### src/rtl/port_out_rr_if.sv
// Bus bundle for one router output port: per-input serial lanes and requests in,
// forwarded serial stream plus grant/back-pressure/status out.
interface port_out_rr_if #(
    parameter int NUM_IN = 16,
    parameter int CNT_W  = 16
) ();
    logic [NUM_IN-1:0] din;
    logic [NUM_IN-1:0] frame_n;
    logic [NUM_IN-1:0] valid_n;
    logic [NUM_IN-1:0] req;
    logic              dout;
    logic              frame_n_o;
    logic              valid_n_o;
    logic [NUM_IN-1:0] grant;
    logic [NUM_IN-1:0] busy_n;
    logic              abort;
    logic [CNT_W-1:0]  pkt_count;

    modport master (
        output din, frame_n, valid_n, req,
        input  dout, frame_n_o, valid_n_o, grant, busy_n, abort, pkt_count
    );

    modport slave (
        input  din, frame_n, valid_n, req,
        output dout, frame_n_o, valid_n_o, grant, busy_n, abort, pkt_count
    );
endinterface

### src/rtl/port_out_rr.sv
// Frame-locked round-robin output-port arbiter/mux for the bit-serial router,
// with stall timeout, protocol-error abort, per-input back-pressure and packet count.
module port_out_rr #(
    parameter int NUM_IN  = 16,
    parameter int TIMEOUT = 64,
    parameter int CNT_W   = 16
) (
    input  logic          clock,
    input  logic          reset_n,
    port_out_rr_if.slave  bus
);
    localparam int IDX_W = (NUM_IN > 1) ? $clog2(NUM_IN) : 1;
    localparam int STL_W = $clog2(TIMEOUT + 1);

    typedef enum logic [1:0] {
        IDLE = 2'd0,
        LOCK = 2'd1,
        GAP  = 2'd2
    } state_t;

    state_t            state_q, state_d;
    logic [IDX_W-1:0]  owner_q, owner_d;
    logic [IDX_W-1:0]  rr_ptr_q, rr_ptr_d;
    logic [STL_W-1:0]  stall_cnt_q, stall_cnt_d;
    logic [NUM_IN-1:0] grant_q, grant_d;
    logic [NUM_IN-1:0] busy_n_q, busy_n_d;
    logic              dout_q, dout_d;
    logic              frame_q, frame_d;
    logic              valid_q, valid_d;
    logic              abort_q, abort_d;
    logic [CNT_W-1:0]  pkt_q, pkt_d;

    logic [NUM_IN-1:0] cand_s;
    logic              win_found_s;
    logic [IDX_W-1:0]  win_s;
    logic              own_f_s, own_v_s, own_d_s;

    assign cand_s  = bus.req & ~bus.frame_n;
    assign own_f_s = bus.frame_n[owner_q];
    assign own_v_s = bus.valid_n[owner_q];
    assign own_d_s = bus.din[owner_q];

    // Round-robin winner: first candidate at or after rr_ptr, wrapping upward.
    always_comb begin
        int idx;
        idx         = 0;
        win_found_s = 1'b0;
        win_s       = '0;
        for (int k = 0; k < NUM_IN; k++) begin
            idx = int'(rr_ptr_q) + k;
            if (idx >= NUM_IN) begin
                idx = idx - NUM_IN;
            end else begin
                idx = idx;
            end
            if (!win_found_s && cand_s[idx]) begin
                win_found_s = 1'b1;
                win_s       = IDX_W'(idx);
            end else begin
                win_found_s = win_found_s;
            end
        end
    end

    // Next-state and registered-output logic; outputs default to the idle 1/1/0 pattern.
    always_comb begin
        state_d     = state_q;
        owner_d     = owner_q;
        rr_ptr_d    = rr_ptr_q;
        stall_cnt_d = stall_cnt_q;
        grant_d     = grant_q;
        busy_n_d    = busy_n_q;
        dout_d      = 1'b0;
        frame_d     = 1'b1;
        valid_d     = 1'b1;
        abort_d     = 1'b0;
        pkt_d       = pkt_q;
        case (state_q)
            IDLE: begin
                if (win_found_s) begin
                    owner_d  = win_s;
                    grant_d  = {{(NUM_IN-1){1'b0}}, 1'b1} << win_s;
                    busy_n_d = ~({{(NUM_IN-1){1'b0}}, 1'b1} << win_s);
                    rr_ptr_d = (win_s == IDX_W'(NUM_IN - 1)) ? '0 : win_s + IDX_W'(1);
                    frame_d  = bus.frame_n[win_s];
                    valid_d  = bus.valid_n[win_s];
                    dout_d   = bus.din[win_s];
                    state_d  = LOCK;
                end else begin
                    state_d  = IDLE;
                end
            end
            LOCK: begin
                if (!own_f_s && !own_v_s) begin
                    frame_d     = 1'b0;
                    valid_d     = 1'b0;
                    dout_d      = own_d_s;
                    stall_cnt_d = '0;
                end else if (own_f_s && !own_v_s) begin
                    frame_d     = 1'b1;
                    valid_d     = 1'b0;
                    dout_d      = own_d_s;
                    stall_cnt_d = '0;
                    pkt_d       = pkt_q + CNT_W'(1);
                    state_d     = GAP;
                end else if (own_f_s && own_v_s) begin
                    abort_d     = 1'b1;
                    state_d     = GAP;
                end else if (stall_cnt_q == STL_W'(TIMEOUT - 1)) begin
                    // This edge is the TIMEOUT-th consecutive stalled cycle.
                    abort_d     = 1'b1;
                    state_d     = GAP;
                end else begin
                    frame_d     = 1'b0;
                    valid_d     = 1'b1;
                    dout_d      = own_d_s;
                    stall_cnt_d = stall_cnt_q + STL_W'(1);
                end
            end
            GAP: begin
                grant_d     = '0;
                busy_n_d    = '1;
                stall_cnt_d = '0;
                state_d     = IDLE;
            end
            default: begin
                grant_d     = '0;
                busy_n_d    = '1;
                stall_cnt_d = '0;
                state_d     = IDLE;
            end
        endcase
    end

    // State and output registers with synchronous active-low reset.
    always_ff @(posedge clock) begin
        if (!reset_n) begin
            state_q     <= IDLE;
            owner_q     <= '0;
            rr_ptr_q    <= '0;
            stall_cnt_q <= '0;
            grant_q     <= '0;
            busy_n_q    <= '1;
            dout_q      <= 1'b0;
            frame_q     <= 1'b1;
            valid_q     <= 1'b1;
            abort_q     <= 1'b0;
            pkt_q       <= '0;
        end else begin
            state_q     <= state_d;
            owner_q     <= owner_d;
            rr_ptr_q    <= rr_ptr_d;
            stall_cnt_q <= stall_cnt_d;
            grant_q     <= grant_d;
            busy_n_q    <= busy_n_d;
            dout_q      <= dout_d;
            frame_q     <= frame_d;
            valid_q     <= valid_d;
            abort_q     <= abort_d;
            pkt_q       <= pkt_d;
        end
    end

    assign bus.dout      = dout_q;
    assign bus.frame_n_o = frame_q;
    assign bus.valid_n_o = valid_q;
    assign bus.grant     = grant_q;
    assign bus.busy_n    = busy_n_q;
    assign bus.abort     = abort_q;
    assign bus.pkt_count = pkt_q;
endmodule

### src/flat_wrapper.sv
// flat-port wrapper written by rule: the top's interface ports become plain ports
module port_out_rr_flat 
#(
    parameter int NUM_IN  = 16,
    parameter int TIMEOUT = 64,
    parameter int CNT_W   = 16
)
  (clock, reset_n, bus_din, bus_frame_n, bus_valid_n, bus_req, bus_dout, bus_frame_n_o, bus_valid_n_o, bus_grant, bus_busy_n, bus_abort, bus_pkt_count);
  port_out_rr_if #(.NUM_IN(NUM_IN), .CNT_W(CNT_W)) bus_i ();
  input  logic clock;
  input  logic reset_n;
  input wire logic [$bits(bus_i.din)-1:0] bus_din;
  input wire logic [$bits(bus_i.frame_n)-1:0] bus_frame_n;
  input wire logic [$bits(bus_i.valid_n)-1:0] bus_valid_n;
  input wire logic [$bits(bus_i.req)-1:0] bus_req;
  output wire logic [$bits(bus_i.dout)-1:0] bus_dout;
  output wire logic [$bits(bus_i.frame_n_o)-1:0] bus_frame_n_o;
  output wire logic [$bits(bus_i.valid_n_o)-1:0] bus_valid_n_o;
  output wire logic [$bits(bus_i.grant)-1:0] bus_grant;
  output wire logic [$bits(bus_i.busy_n)-1:0] bus_busy_n;
  output wire logic [$bits(bus_i.abort)-1:0] bus_abort;
  output wire logic [$bits(bus_i.pkt_count)-1:0] bus_pkt_count;
  assign bus_i.din = bus_din;
  assign bus_i.frame_n = bus_frame_n;
  assign bus_i.valid_n = bus_valid_n;
  assign bus_i.req = bus_req;
  assign bus_dout = bus_i.dout;
  assign bus_frame_n_o = bus_i.frame_n_o;
  assign bus_valid_n_o = bus_i.valid_n_o;
  assign bus_grant = bus_i.grant;
  assign bus_busy_n = bus_i.busy_n;
  assign bus_abort = bus_i.abort;
  assign bus_pkt_count = bus_i.pkt_count;
  port_out_rr #(.NUM_IN(NUM_IN), .TIMEOUT(TIMEOUT), .CNT_W(CNT_W)) u_core (.clock(clock), .reset_n(reset_n), .bus(bus_i));
endmodule
### config.mk
export PLATFORM = sky130hd
export DESIGN_NAME = port_out_rr_flat
export DESIGN_NICKNAME = d
export VERILOG_FILES = /design/src/rtl/port_out_rr_if.sv /design/src/rtl/port_out_rr.sv /design/src/flat_wrapper.sv
export SDC_FILE = /design/constraint.sdc
export NUM_CORES = 1
export LEC_CHECK = 0
export BUFFER_PORTS_ARGS = -buffer_cell sky130_fd_sc_hd__buf_2
export CAP_MARGIN = 40
export CORE_MARGIN = 8
export CORE_UTILIZATION = 55
export DETAILED_ROUTE_END_ITERATION = 7
export GPL_ROUTABILITY_DRIVEN = 0
export GPL_TIMING_DRIVEN = 0
export PLACE_DENSITY = 0.85
export SYNTH_ARGS = -nofsm -noshare
export SYNTH_HDL_FRONTEND = slang
export SYNTH_SLANG_ARGS = --single-unit
### constraint.sdc
create_clock -name clock -period 8.2 [get_ports clock]
set_clock_uncertainty 0.1 [all_clocks]
set_input_delay 0.82 -clock clock [delete_from_list [all_inputs] [get_ports clock]]
set_output_delay 0.82 -clock clock [all_outputs]
set_load 0.02 [all_outputs]
Yosys cells after proc, flatten, opt, wreduce, memory -nomap -nowiden
Cells that the tools add are included.
{ "classes": {"n_eq_ne": 8, "div": 0, "multipliers": 0, "shifts": 1, "magnitude_cmp": 34, "n_mux": 140, "reduce_logical": 42, "addsub": 34, "bitwise": 7} }
{ "ops": {"columns": ["cell", "n"], "rows": [
  ["less-than comparator 32 x 6 -> 1 bit (second input constant)", 16],
  ["two-way mux 32 bit", 16],
  [">= comparator 32 x 6 -> 1 bit (second input constant)", 15],
  ["subtractor 32 x 6 -> 32 bit (second input constant)", 15],
  ["binary-select mux 1 bit (select 4 bit)", 22],
  ["two-way mux 1 bit", 68],
  ["two-way mux 4 bit", 17],
  ["one-hot mux 16 bit (2 select lines)", 2],
  ["adder 4 x 4 -> 5 bit (second input constant)", 8],
  ["two-way mux 16 bit", 2],
  ["NOT 16 bit", 2],
  ["two-way mux 7 bit", 4],
  ["adder 4 x 3 -> 5 bit (second input constant)", 4],
  ["logical AND 1 bit", 18],
  ["logical NOT 1 bit", 17],
  ["adder 16 x 1 -> 16 bit (second input constant)", 1],
  ["bitwise AND 16 bit", 1],
  ["left shift 1 x 4 -> 16 bit (first input constant)", 1],
  ["one-hot mux 7 bit (2 select lines)", 1],
  ["adder 4 x 2 -> 5 bit (second input constant)", 2],
  ["less-than comparator 4 x 5 -> 1 bit (second input constant)", 2],
  ["two-way mux 2 bit", 4],
  ["!= test 4 x 2 -> 1 bit (second input constant)", 2],
  ["adder 7 x 1 -> 7 bit (second input constant)", 1],
  ["other kinds (17)", 25]
]} }
{ "totals": {"word_cells": 277, "output_inout_bits": 52, "latchBits": 0, "ff_bits": 69, "ramBits": 0, "rom_bits": 0, "memories": 0} }

Depth between registers and ports, before layout
Gate-level depths: netlist (run 1).
{ "depth": {"word_depth": 55, "depth_mapped": 22} }

Worst setup path before layout (run 1)
OpenSTA, ideal clock, no wires.
{ "synth_timing": {"kind": "reg-to-reg", "startpoint": "reg u_core.rr_ptr_q[1]", "endpoint": "reg u_core.grant_q[7], in the netlist u_core.bus.grant[7]", "path_stages_with_launch": 20, "arrival_ps": 4634, "t_required_ps": 8042, "path_buffers": 3, "period_less_slack_ps": 4792, "path_slack_ps": 3408, "path_cell_list": "dfxtp_1 > clkinv_1 > clkbuf_1 > ha_1 > clkbuf_2 > inv_1 > mux4_2 > mux2i_1 > or4b_4 > nor3_1 > o311ai_1 > a31oi_1 > a21oi_2 > buf_4 > inv_1 > ha_1 > ha_1 > nand4_1 > a21boi_0 > o21a_1"} }
{ "synth_between": {"elab_chain_len": 54, "word_cells_on_any_way": 178, "cone_classes": "31 x add/sub; 16 x order compare; 1 x eq/ne; 1 x shift; 98 x mux; 31 x reduce/logical"} }
{ "synth_rtl": {"columns": ["element", "line", "rtl"], "rows": [
  ["start, declared", "port_out_rr.sv:23", "logic [IDX_W-1:0] rr_ptr_q, rr_ptr_d;"],
  ["start signal, assigned", "port_out_rr.sv:152", "rr_ptr_q <= rr_ptr_d;"],
  ["branches (longest 50 deep; another with subtractor 32 x 6 -> 32 bit)", null, null],
  ["two-way mux 4 bit *", "port_out_rr.sv:56", "if (!win_found_s && cand_s[idx]) begin"],
  ["via u_core.win_s[1]", "port_out_rr.sv:35", "logic [IDX_W-1:0] win_s;"],
  ["left shift 1 x 4 -> 16 bit *", "port_out_rr.sv:82", "grant_d = {{(NUM_IN-1){1'b0}}, 1'b1} << win_s;"],
  ["two-way mux 16 bit *", "port_out_rr.sv:80", "if (win_found_s) begin"],
  ["one-hot mux 16 bit (2 select lines) *", "port_out_rr.sv:78", "case (state_q)"],
  ["end signal, assigned", "port_out_rr.sv:154", "grant_q <= grant_d;"],
  ["end, declared", "port_out_rr.sv:25", "logic [NUM_IN-1:0] grant_q, grant_d;"]
]} }
Mark *: on every way through the listed nets, which the timed path passes. The select of a mux whose other input is x is not followed.
A chain may end at the register's enable or synchronous reset.

Worst setup path after layout (run 1)
Same ends and word-level chain as after synthesis.

==> metrics list, run 1 <==
- Antenna violations before repair: 0
- Flip-flop and latch count after synthesis: 69
- In the final design database the tool counted 924 nets.
* Internal power contribution: 1.378 mW
- The floorplan step set the die width to 122.2 um.
- Counting I/O delays and the setup requirement, the final critical path takes around 6400 ps.
* Worst setup path category: reg -> reg
- Placement Cell Area: around 7000 um2
- Share of the clock period used by the worst path after layout: ~78%
- The sequential cells in the finished layout cover a total of 1381 um2.
* Core area: 11,220 um2
* Number of gates given a new drive strength after cts: 0
- The finished cells cover 7262 um2.
* Most frequently used flop master after synthesis: sky130_fd_sc_hd__dfxtp_1
- For this design, the CTS-stage hold fixing added 0 buffers.
- At the later pin of the worst-skew pair, clock insertion delay measures 330 ps.
- By instance count, the leading cell after synthesis is sky130_fd_sc_hd__dfxtp_1.
- DR vias: 6,626
* Synth Area per Inst: 8.720 um2
- During synthesis, Yosys emitted a total of 0 warnings.
* IO buf count: 117
* Max_slew headroom: 37.31%
- Based on the critical path, the design can be clocked at up to between 0.15 and 0.2 GHz.
- In the final routed layout, each cell accounts on average for roughly 20 um.
- After synthesis, the netlist uses 84 different library cells.
- After synthesis, the share of flip-flops with an asynchronous set or reset is 0%.
- Dpl hpwl: 15,430 um
* Power density relative to cell area: 389.9 nW/um2
- Area of the multi-input gates: between 4000 and 5000 um2
- Sink count of the clock tree: 69
- Via count of the first global-routing pass: 6,474
* Num rows: 39
* Worst endpoint required time: 8320 ps
* Critical path endpoint category: flop
* Cell at the root of the clock tree: sky130_fd_sc_hd__clkbuf_16
* Summed negative setup slack over all endpoints: 0 ps
- TritonCTS built the clock tree.
- Cell count after synthesis: 712
* Pin count of the biggest net entering global routing: 14
- After layout, the design draws a total of 2.831 mW.
* Maximum capacitance violations: 0
- Of the cells placed in the final design, the portion with a size suffix greater than 1 is 24.65%.
- In the post-synthesis netlist, the biggest area contributors are sky130_fd_sc_hd__dfxtp_1 (22%), sky130_fd_sc_hd__mux4_2 (14%), sky130_fd_sc_hd__mux2i_1 (4.8%).
* EDFF count, synth: 0
* Clock group share of total power: 12.6%
- Leak pwr: around 3.0 nW
- Buffers added to address setup during post-CTS repair amount to 0.
* Switching power as a share of total power: roughly half
- For the worst setup path, the data arrival time is 6530 ps.
- Count of routing violations after the opening detailed-route iteration: 692
- For this configuration, the core starts out at a cell density of about 55%.
- Setup repair after global routing left no endpoint under its margin.
- Number of fill cells in the layout: 935
- In this run the worst hold path is classified as reg -> reg.
- The largest total area in the synthesized netlist belongs to sky130_fd_sc_hd__dfxtp_1.
* Net switching power: around 1.5 mW
- In this run the worst path has a maximum fanout of 13.
- The count of nets left with antenna violations once routing finished came out at 0.
* Register area share after synthesis: 22.25%
- Across all hold checks on the routed design, the worst slack comes to approximately 350 ps.
- Wire length of the first global-routing pass: 32,440 um
- Worst-path clk slew: 60 ps
* Number of remaining DRC errors: 0
* Number of buffers on the longest clock path: 2
- Setup violations remaining at the end of the flow were counted as 0.
- The die covers approximately 15,000 um2.
* Top cells by instance count after synthesis: sky130_fd_sc_hd__dfxtp_1 (69), sky130_fd_sc_hd__nand2_1 (62), sky130_fd_sc_hd__nor2_1 (55)
- Of the post-synthesis cell area, the dominant cell type holds approximately 22%.
- Synthesis produced a netlist with a net count of 793.
* Synthesized cell area: 6208 um2
- First-pass iteration count of the detailed router: 6
- Transition time at the pin with the least slew margin: 933.7 ps
- The flow ran to the end, and the final reports show no timing, DRC or antenna violations.
- Pins over their slew limit: 0
- IR analysis of the VDD net gives a maximum drop of ~0.37 mV.
- In this run the count of I/O pins placed on the die edge is 118.
- Portion of total power attributed to sequential cells: 16.0%
- Number of antenna cells inserted: 0
- The area growth from synthesis to layout is 16.97%.
* Number of clock buffers inserted by TritonCTS: 9
* Worst-case setup margin in the final layout: 1798 ps
- Leftover overflow at the end of global routing: 0
- Setup slack after placement: 2060 ps
* WL final: about 20,000 um
- Final Hold Viols: 0
- The H-tree was split into 3 levels.
- In the global route stage, overall resource usage came out at between 20% and 30%.
* Via-per-instance ratio: 6.686
- Worst Setup Start Kind: flop
* Die span in y: 122.2 um
- Combinational cells account for between 70% and 80% of the total power.
-- final timing paths --
check / start / end / slack (ps) / depth (start not counted)
setup reg to reg: u_core.rr_ptr_q[1]$_SDFFE_PN0P_ / u_core.bus.grant[7]$_SDFFE_PN0P_ / 1800 / 20
hold reg to reg: u_core.bus.busy_n[7]$_SDFFE_PN1P_ / u_core.bus.busy_n[7]$_SDFFE_PN1P_ / 350 / 2
setup / recovery: u_core.rr_ptr_q[1]$_SDFFE_PN0P_ / u_core.bus.grant[7]$_SDFFE_PN0P_ / 1800 / 20
hold / removal: u_core.bus.busy_n[7]$_SDFFE_PN1P_ / u_core.bus.busy_n[7]$_SDFFE_PN1P_ / 350 / 2
-- layout make-up --
| type | count | area share [%] |
|---|---|---|
| multi-input combinational | 590 | 63.16 |
| sequential | 69 | 19.02 |
| timing repair buffer | 120 | 8.218 |
| clock buffer | 10 | 3.291 |
| buffer | 37 | 2.481 |
| tap | 143 | 2.464 |
| inverter | 16 | 0.8270 |
| clock inverter | 6 | 0.5341 |
-- metrics by stage --
| stage | utilization [%] | instances |
|---|---|---|
| 6_report | 64.70 | 991 |
| 5_1_grt | 64.70 | 991 |
| 4_1_cts | 64.70 | 991 |
| 3_5_place_dp | 62.23 | 975 |
| 3_3_place_gp | 62.13 | 972 |
| 2_1_floorplan | - | 712 |
-- sequential cells by signal, indices dropped and copies added (netlist names) --
signal,count
u_core.state_q,2
u_core.bus.abort,1
u_core.bus.dout,1
u_core.bus.pkt_count,16
u_core.bus.busy_n,16
u_core.bus.grant,16
u_core.stall_cnt_q,7
u_core.bus.frame_n_o,1
u_core.owner_q,4
u_core.bus.valid_n_o,1
u_core.rr_ptr_q,4
-- power groups by stage --
| stage | clock network [mW] | logic, mW | registers (mW) |
|---|---|---|---|
| floorplan | 0 | 1.41 | 0.504 |
| global placement | 0 | 1.92 | 0.455 |
| detailed placement | 0 | 1.95 | 0.456 |
| CTS | 0.358 | 1.97 | 0.450 |
| global route | 0.372 | 2.18 | 0.459 |
| finish | 0.357 | 2.02 | 0.452 |
-- per-layer routing --
metal  track usage, %  up-vias  part of all wire [%]
li1                 -     2988                     -
met1            34.71     3089                    40
met2            41.78      455                    45
met3            5.566       94                    10
met4            13.33        0                   4.7
met5                0        -                     0
-- critical path, stage by stage (launching register included) --
cell                        delay, ps
sky130_fd_sc_hd__dfxtp_1          570
sky130_fd_sc_hd__clkinv_1         360
sky130_fd_sc_hd__clkbuf_1         430
sky130_fd_sc_hd__ha_1             410
sky130_fd_sc_hd__clkbuf_1         510
sky130_fd_sc_hd__inv_1            360
sky130_fd_sc_hd__mux4_2           420
sky130_fd_sc_hd__a2bb2o_1         310
sky130_fd_sc_hd__or2_2            330
sky130_fd_sc_hd__nor3_1           210
sky130_fd_sc_hd__nor3_1            90
sky130_fd_sc_hd__a2111oi_0        450
sky130_fd_sc_hd__o32ai_1          150
sky130_fd_sc_hd__a21oi_2          350
sky130_fd_sc_hd__buf_4            280
sky130_fd_sc_hd__inv_1            100
sky130_fd_sc_hd__ha_1             260
sky130_fd_sc_hd__ha_1             220
sky130_fd_sc_hd__nand4_1           70
sky130_fd_sc_hd__a21boi_0         160
sky130_fd_sc_hd__o21a_1           140
-- cell families after synthesis --
family                     count (synthesis)  share of synthesized area (%)
muxes                                     81                          21.20
adders and majority gates                 15                          3.023
DFF                                       69                          22.25
xor gates and xnor gates                  28                          3.950
and+or+nand+nor                          285                          25.23
buffers and inverters                     53                          3.869
AOI/OAI and AO/OA                        181                          20.48
-- cells in the final DEF (no fill, tap or decap), types with 11 or more instances in the layout --
cell type	Yosys	routed
sky130_fd_sc_hd__dfxtp_1	69	69
sky130_fd_sc_hd__a21oi_1	33	33
sky130_fd_sc_hd__nand2_1	62	62
sky130_fd_sc_hd__clkbuf_1	18	18
sky130_fd_sc_hd__buf_2	8	125
sky130_fd_sc_hd__xnor2_1	19	19
sky130_fd_sc_hd__nor3_1	14	14
sky130_fd_sc_hd__nor2_1	55	55
sky130_fd_sc_hd__mux2i_1	30	30
sky130_fd_sc_hd__o21ai_0	29	29
sky130_fd_sc_hd__nor2b_1	31	31
sky130_fd_sc_hd__nand2b_1	23	23
sky130_fd_sc_hd__a22oi_1	11	11
sky130_fd_sc_hd__inv_1	13	13
sky130_fd_sc_hd__ha_1	15	15
sky130_fd_sc_hd__mux4_2	39	39
sky130_fd_sc_hd__and2_1	17	17
No activity file was read; power rests on OpenSTA's default activity.
==> run 2: changes to the inputs <==
==> constraint.sdc (replaced) <==
create_clock -name clock -period 6.14 [get_ports clock]
set_clock_uncertainty 0.1 [all_clocks]
set_input_delay 0.614 -clock clock [delete_from_list [all_inputs] [get_ports clock]]
set_output_delay 0.614 -clock clock [all_outputs]
set_load 0.02 [all_outputs]
==> run 2 against run 1 <==
Effect of this change: power up 34%; clock-buffer cell count unchanged; combinational power up 35%; sequential cell count unchanged; register-to-register slack worse by 1600 ps; critical path type unchanged.
==> metrics list, run 2 (synthesized netlist as in run 1, its figures left out) <==
- The run finished with clean final reports.
- Number of clock buffers inserted by TritonCTS: 9 (unchanged)
* Met2 WL: 9118 um (+0.35%)
- Leading cell types in the layout, fill and taps excluded: sky130_fd_sc_hd__buf_2 (125), sky130_fd_sc_hd__dfxtp_1 (68), sky130_fd_sc_hd__nand2_1 (62), sky130_fd_sc_hd__nor2_1 (55), sky130_fd_sc_hd__mux4_2 (39)
- The number of inserted diodes came to 0 (unchanged).
- Worst reg2reg path startpoint: u_core.rr_ptr_q[1]$_SDFFE_PN0P_
- DR vias: 6,614 (-0.18%)
- The clock-pin transition on the worst setup and hold timing paths was 60 ps (about the same).
- Clock tree synthesis selected as its root buffer the cell sky130_fd_sc_hd__clkbuf_16.
- The met1 routed wirelength after detailed routing is 8131 um (+0.37%).
- Compared with the post-synthesis result, the final layout area differs by 17.25%.
- The path with the worst hold slack has its endpoint at u_core.bus.busy_n[7]$_SDFFE_PN1P_.
- Number of levels in the clock H-tree: 3 (unchanged)
* Share of the clock period used by the worst path after layout: 97.54% (+19 points)
- Switching power as a share of total power: 51.32% (about the same)
- Worst Setup Start Kind: flop
- Leaving out fill and tap cells, the most frequent cell in the layout is sky130_fd_sc_hd__buf_2.
- Num rows: 39 (unchanged)
- The shortest clock period the worst path allows after layout is 5989 ps (-412.9 ps).
- Max_slew headroom: 38.44% (+1.1 points)
* Number of buffers on the longest clock path: 2 (unchanged)
* Area of the multi-input gates: 4606 um2 (+0.41%)
- First-pass iteration count of the detailed router: 6 (unchanged)
* Wire length of the first global-routing pass: 32,450 um (about the same)
- The clock insertion delay at the later pin of the skew report was 330 ps (about the same).
- Num ports: 118 (unchanged)
* Transition time at the pin with the least slew margin: 916.8 ps (-16.87 ps)
* Setup slack on the worst flop-to-flop path: 150 ps (-1650 ps)
- Top routing layer used: met4
- The violation count after the first detailed-routing iteration is 688 (-0.58%).
- Dpl hpwl: 15,430 um (unchanged)
- The initial core utilization was 55.32% (unchanged).
- Terminus of the critical flop-to-flop path: u_core.bus.grant[7]$_SDFFE_PN0P_
- Post-CTS Setup Inserts: 0 (unchanged)
- The power density of the placed cells is 522.1 nW/um2 (+34%).
- Via-per-instance ratio: 6.688 (about the same)
- The maximum number of pins on one net before global-route repair came to 14 (unchanged).
* Worst-case vdd ir drop: 0.4925 mV (+34%)
- The height of the chip was 122.2 um (unchanged).
- The remaining routing DRC violations is 0 (unchanged).
* Setup slack after placement: -0.3504 ps (-2060 ps)
- The reported leakage power came to 2.948 nW (about the same).
- The required time of the critical path is 6260 ps (-2060 ps).
- The worst hold path stage count is 2 (unchanged).
- The total routed wirelength came to 20,170 um (about the same).
- The horizontal extent of the die is 122.2 um (unchanged).
* Placed cell count: 975 (unchanged)
* Number of cell instances on the worst register-to-register path: 19 (-5.0%)
- The number of routed nets with antenna violations is 0 (unchanged).
- In this run the most critical hold path is launched from u_core.bus.busy_n[7]$_SDFFE_PN1P_.
- Max Fclk: 0.1670 GHz (+6.9%)
* Area of the die: 14,940 um2 (unchanged)
* Pins over their slew limit: 0 (unchanged)
- Portion of total power attributed to sequential cells: 15.9% (about the same)
- The post-route non-filler standard cell count is 989 (-0.20%).
- The initial antenna violation count came to 0 (unchanged).
- Clock group share of total power: 12.5% (about the same)
- The total core area was 11,220 um2 (unchanged).
- Sink count of the clock tree: 69 (unchanged)
- Internal power contribution: 1.850 mW (+34%)
- Power, Total: 3.801 mW (+34%)
- Post-route standard cell area excluding fillers: 7279 um2 (+0.24%)
* CP Data Arrival Time: 6110 ps (-420 ps)
- The final net count was 922 (-0.22%).
- Power share of the combinational group: 71.6% (+0.2 points)
* Critical path endpoint category: flop
- The final core utilization is 64.86% (+0.16 points).
- The final worst slack came to 151.0 ps (-1647 ps).
* RSZ-0062 raised after global routing: false
- Maximum fanout along the worst path: 13 (unchanged)
- The worst setup path is of the reg -> reg kind.
- The filler cell count in the final layout is 932 (-0.32%).
- Placement Cell Area: 6984 um2 (unchanged)
- Final Hold Viols: 0 (unchanged)
- TritonCTS clock tree: done
- Share of post-route cells with drive strength above 1: 25.53% (+0.89 points)
- DR WL/cell: 20.39 um (+0.18%)
- The number of setup violations in the final report is 0 (unchanged).
- The overall fraction of global-route tracks in use is 26.79% (about the same).
- Net switching power: 1.951 mW (+34%)
- Maximum capacitance violations: 0 (unchanged)
- The number of I/O port buffers came to 117 (unchanged).
* Total met3 wirelength after detailed routing: 1989 um (-2.6%)
* Footprint of the flip-flops and latches: 1383 um2 (about the same)
* Worst hold path type: reg -> reg
- Leftover overflow at the end of global routing: 0 (unchanged)
- The number of global-route vias before repair came to 6,475 (+0.015%).
==> run 2: through the flow <==
step | TNS [ps] | hold slack (ps)
5_1_grt | 0 | 363.3
6_report | 0 | 349.3
4_1_cts | 0 | 349.4
2_1_floorplan | 0 | 358.0
3_3_place_gp | 0 | 330.4
3_5_place_dp | -0.3504 | 340.8
==> run 2: timing repair <==
item,4_1_cts,5_1_grt
setup endpoints to repair,1,34
hold buffers,0,0
gates resized for setup,0,9
==> run 2: how the worst max path moves through the flow <==
stage | cells after the start | startpoint | to | slack, ps
2_1_floorplan | 19 | u_core.rr_ptr_q[1]$_SDFFE_PN0P_ | u_core.bus.grant[7]$_SDFFE_PN0P_ | 1350
3_3_place_gp | 19 | u_core.rr_ptr_q[1]$_SDFFE_PN0P_ | u_core.bus.grant[7]$_SDFFE_PN0P_ | 10
3_5_place_dp | 20 | u_core.rr_ptr_q[1]$_SDFFE_PN0P_ | u_core.bus.grant[7]$_SDFFE_PN0P_ | -0.4
4_1_cts | 19 | u_core.rr_ptr_q[1]$_SDFFE_PN0P_ | u_core.bus.grant[7]$_SDFFE_PN0P_ | 10
5_1_grt | 20 | u_core.rr_ptr_q[1]$_SDFFE_PN0P_ | u_core.bus.grant[7]$_SDFFE_PN0P_ | 60
6_report | 19 | u_core.rr_ptr_q[1]$_SDFFE_PN0P_ | u_core.bus.grant[7]$_SDFFE_PN0P_ | 150
==> run 2: critical path: stages (launching register included) <==
cell and delay (ps):
sky130_fd_sc_hd__dfxtp_2 470, sky130_fd_sc_hd__clkinvlp_4 250, sky130_fd_sc_hd__clkbuf_2 320, sky130_fd_sc_hd__ha_1 330, sky130_fd_sc_hd__xnor2_1 740, sky130_fd_sc_hd__a2111oi_0 190, sky130_fd_sc_hd__buf_1 190, sky130_fd_sc_hd__o41a_1 430
sky130_fd_sc_hd__o2111a_1 330, sky130_fd_sc_hd__and4_1 290, sky130_fd_sc_hd__a2111oi_0 450, sky130_fd_sc_hd__o32ai_1 150, sky130_fd_sc_hd__a21oi_2 360, sky130_fd_sc_hd__buf_4 280, sky130_fd_sc_hd__inv_1 110, sky130_fd_sc_hd__ha_1 260
sky130_fd_sc_hd__ha_1 220, sky130_fd_sc_hd__nand4_1 70, sky130_fd_sc_hd__a21boi_0 170, sky130_fd_sc_hd__o21a_1 150
==> run 2: final cells by class <==
cell class,count,area share [%]
clock buffer,10,3.283
multi-input combinational,590,63.27
clock inverter,6,0.5328
tap,143,2.458
timing repair buffer,120,8.199
inverter,16,0.8766
sequential,69,18.99
buffer,35,2.389
==> run 2: power by group through the flow <==
stage          combinational (mW)  sequential (mW)  clock (mW)
6_report                     2.72            0.605       0.474
5_1_grt                      2.92            0.614       0.496
4_1_cts                      2.62            0.601       0.478
3_5_place_dp                 2.60            0.609           0
3_3_place_gp                 2.56            0.608           0
2_1_floorplan                1.89            0.673           0
==> run 2: layer usage <==
metal,GRT usage (%),up-vias
met5,0,-
met4,13.25,0
met3,5.198,85
met2,41.75,445
met1,34.96,3104
li1,-,2980
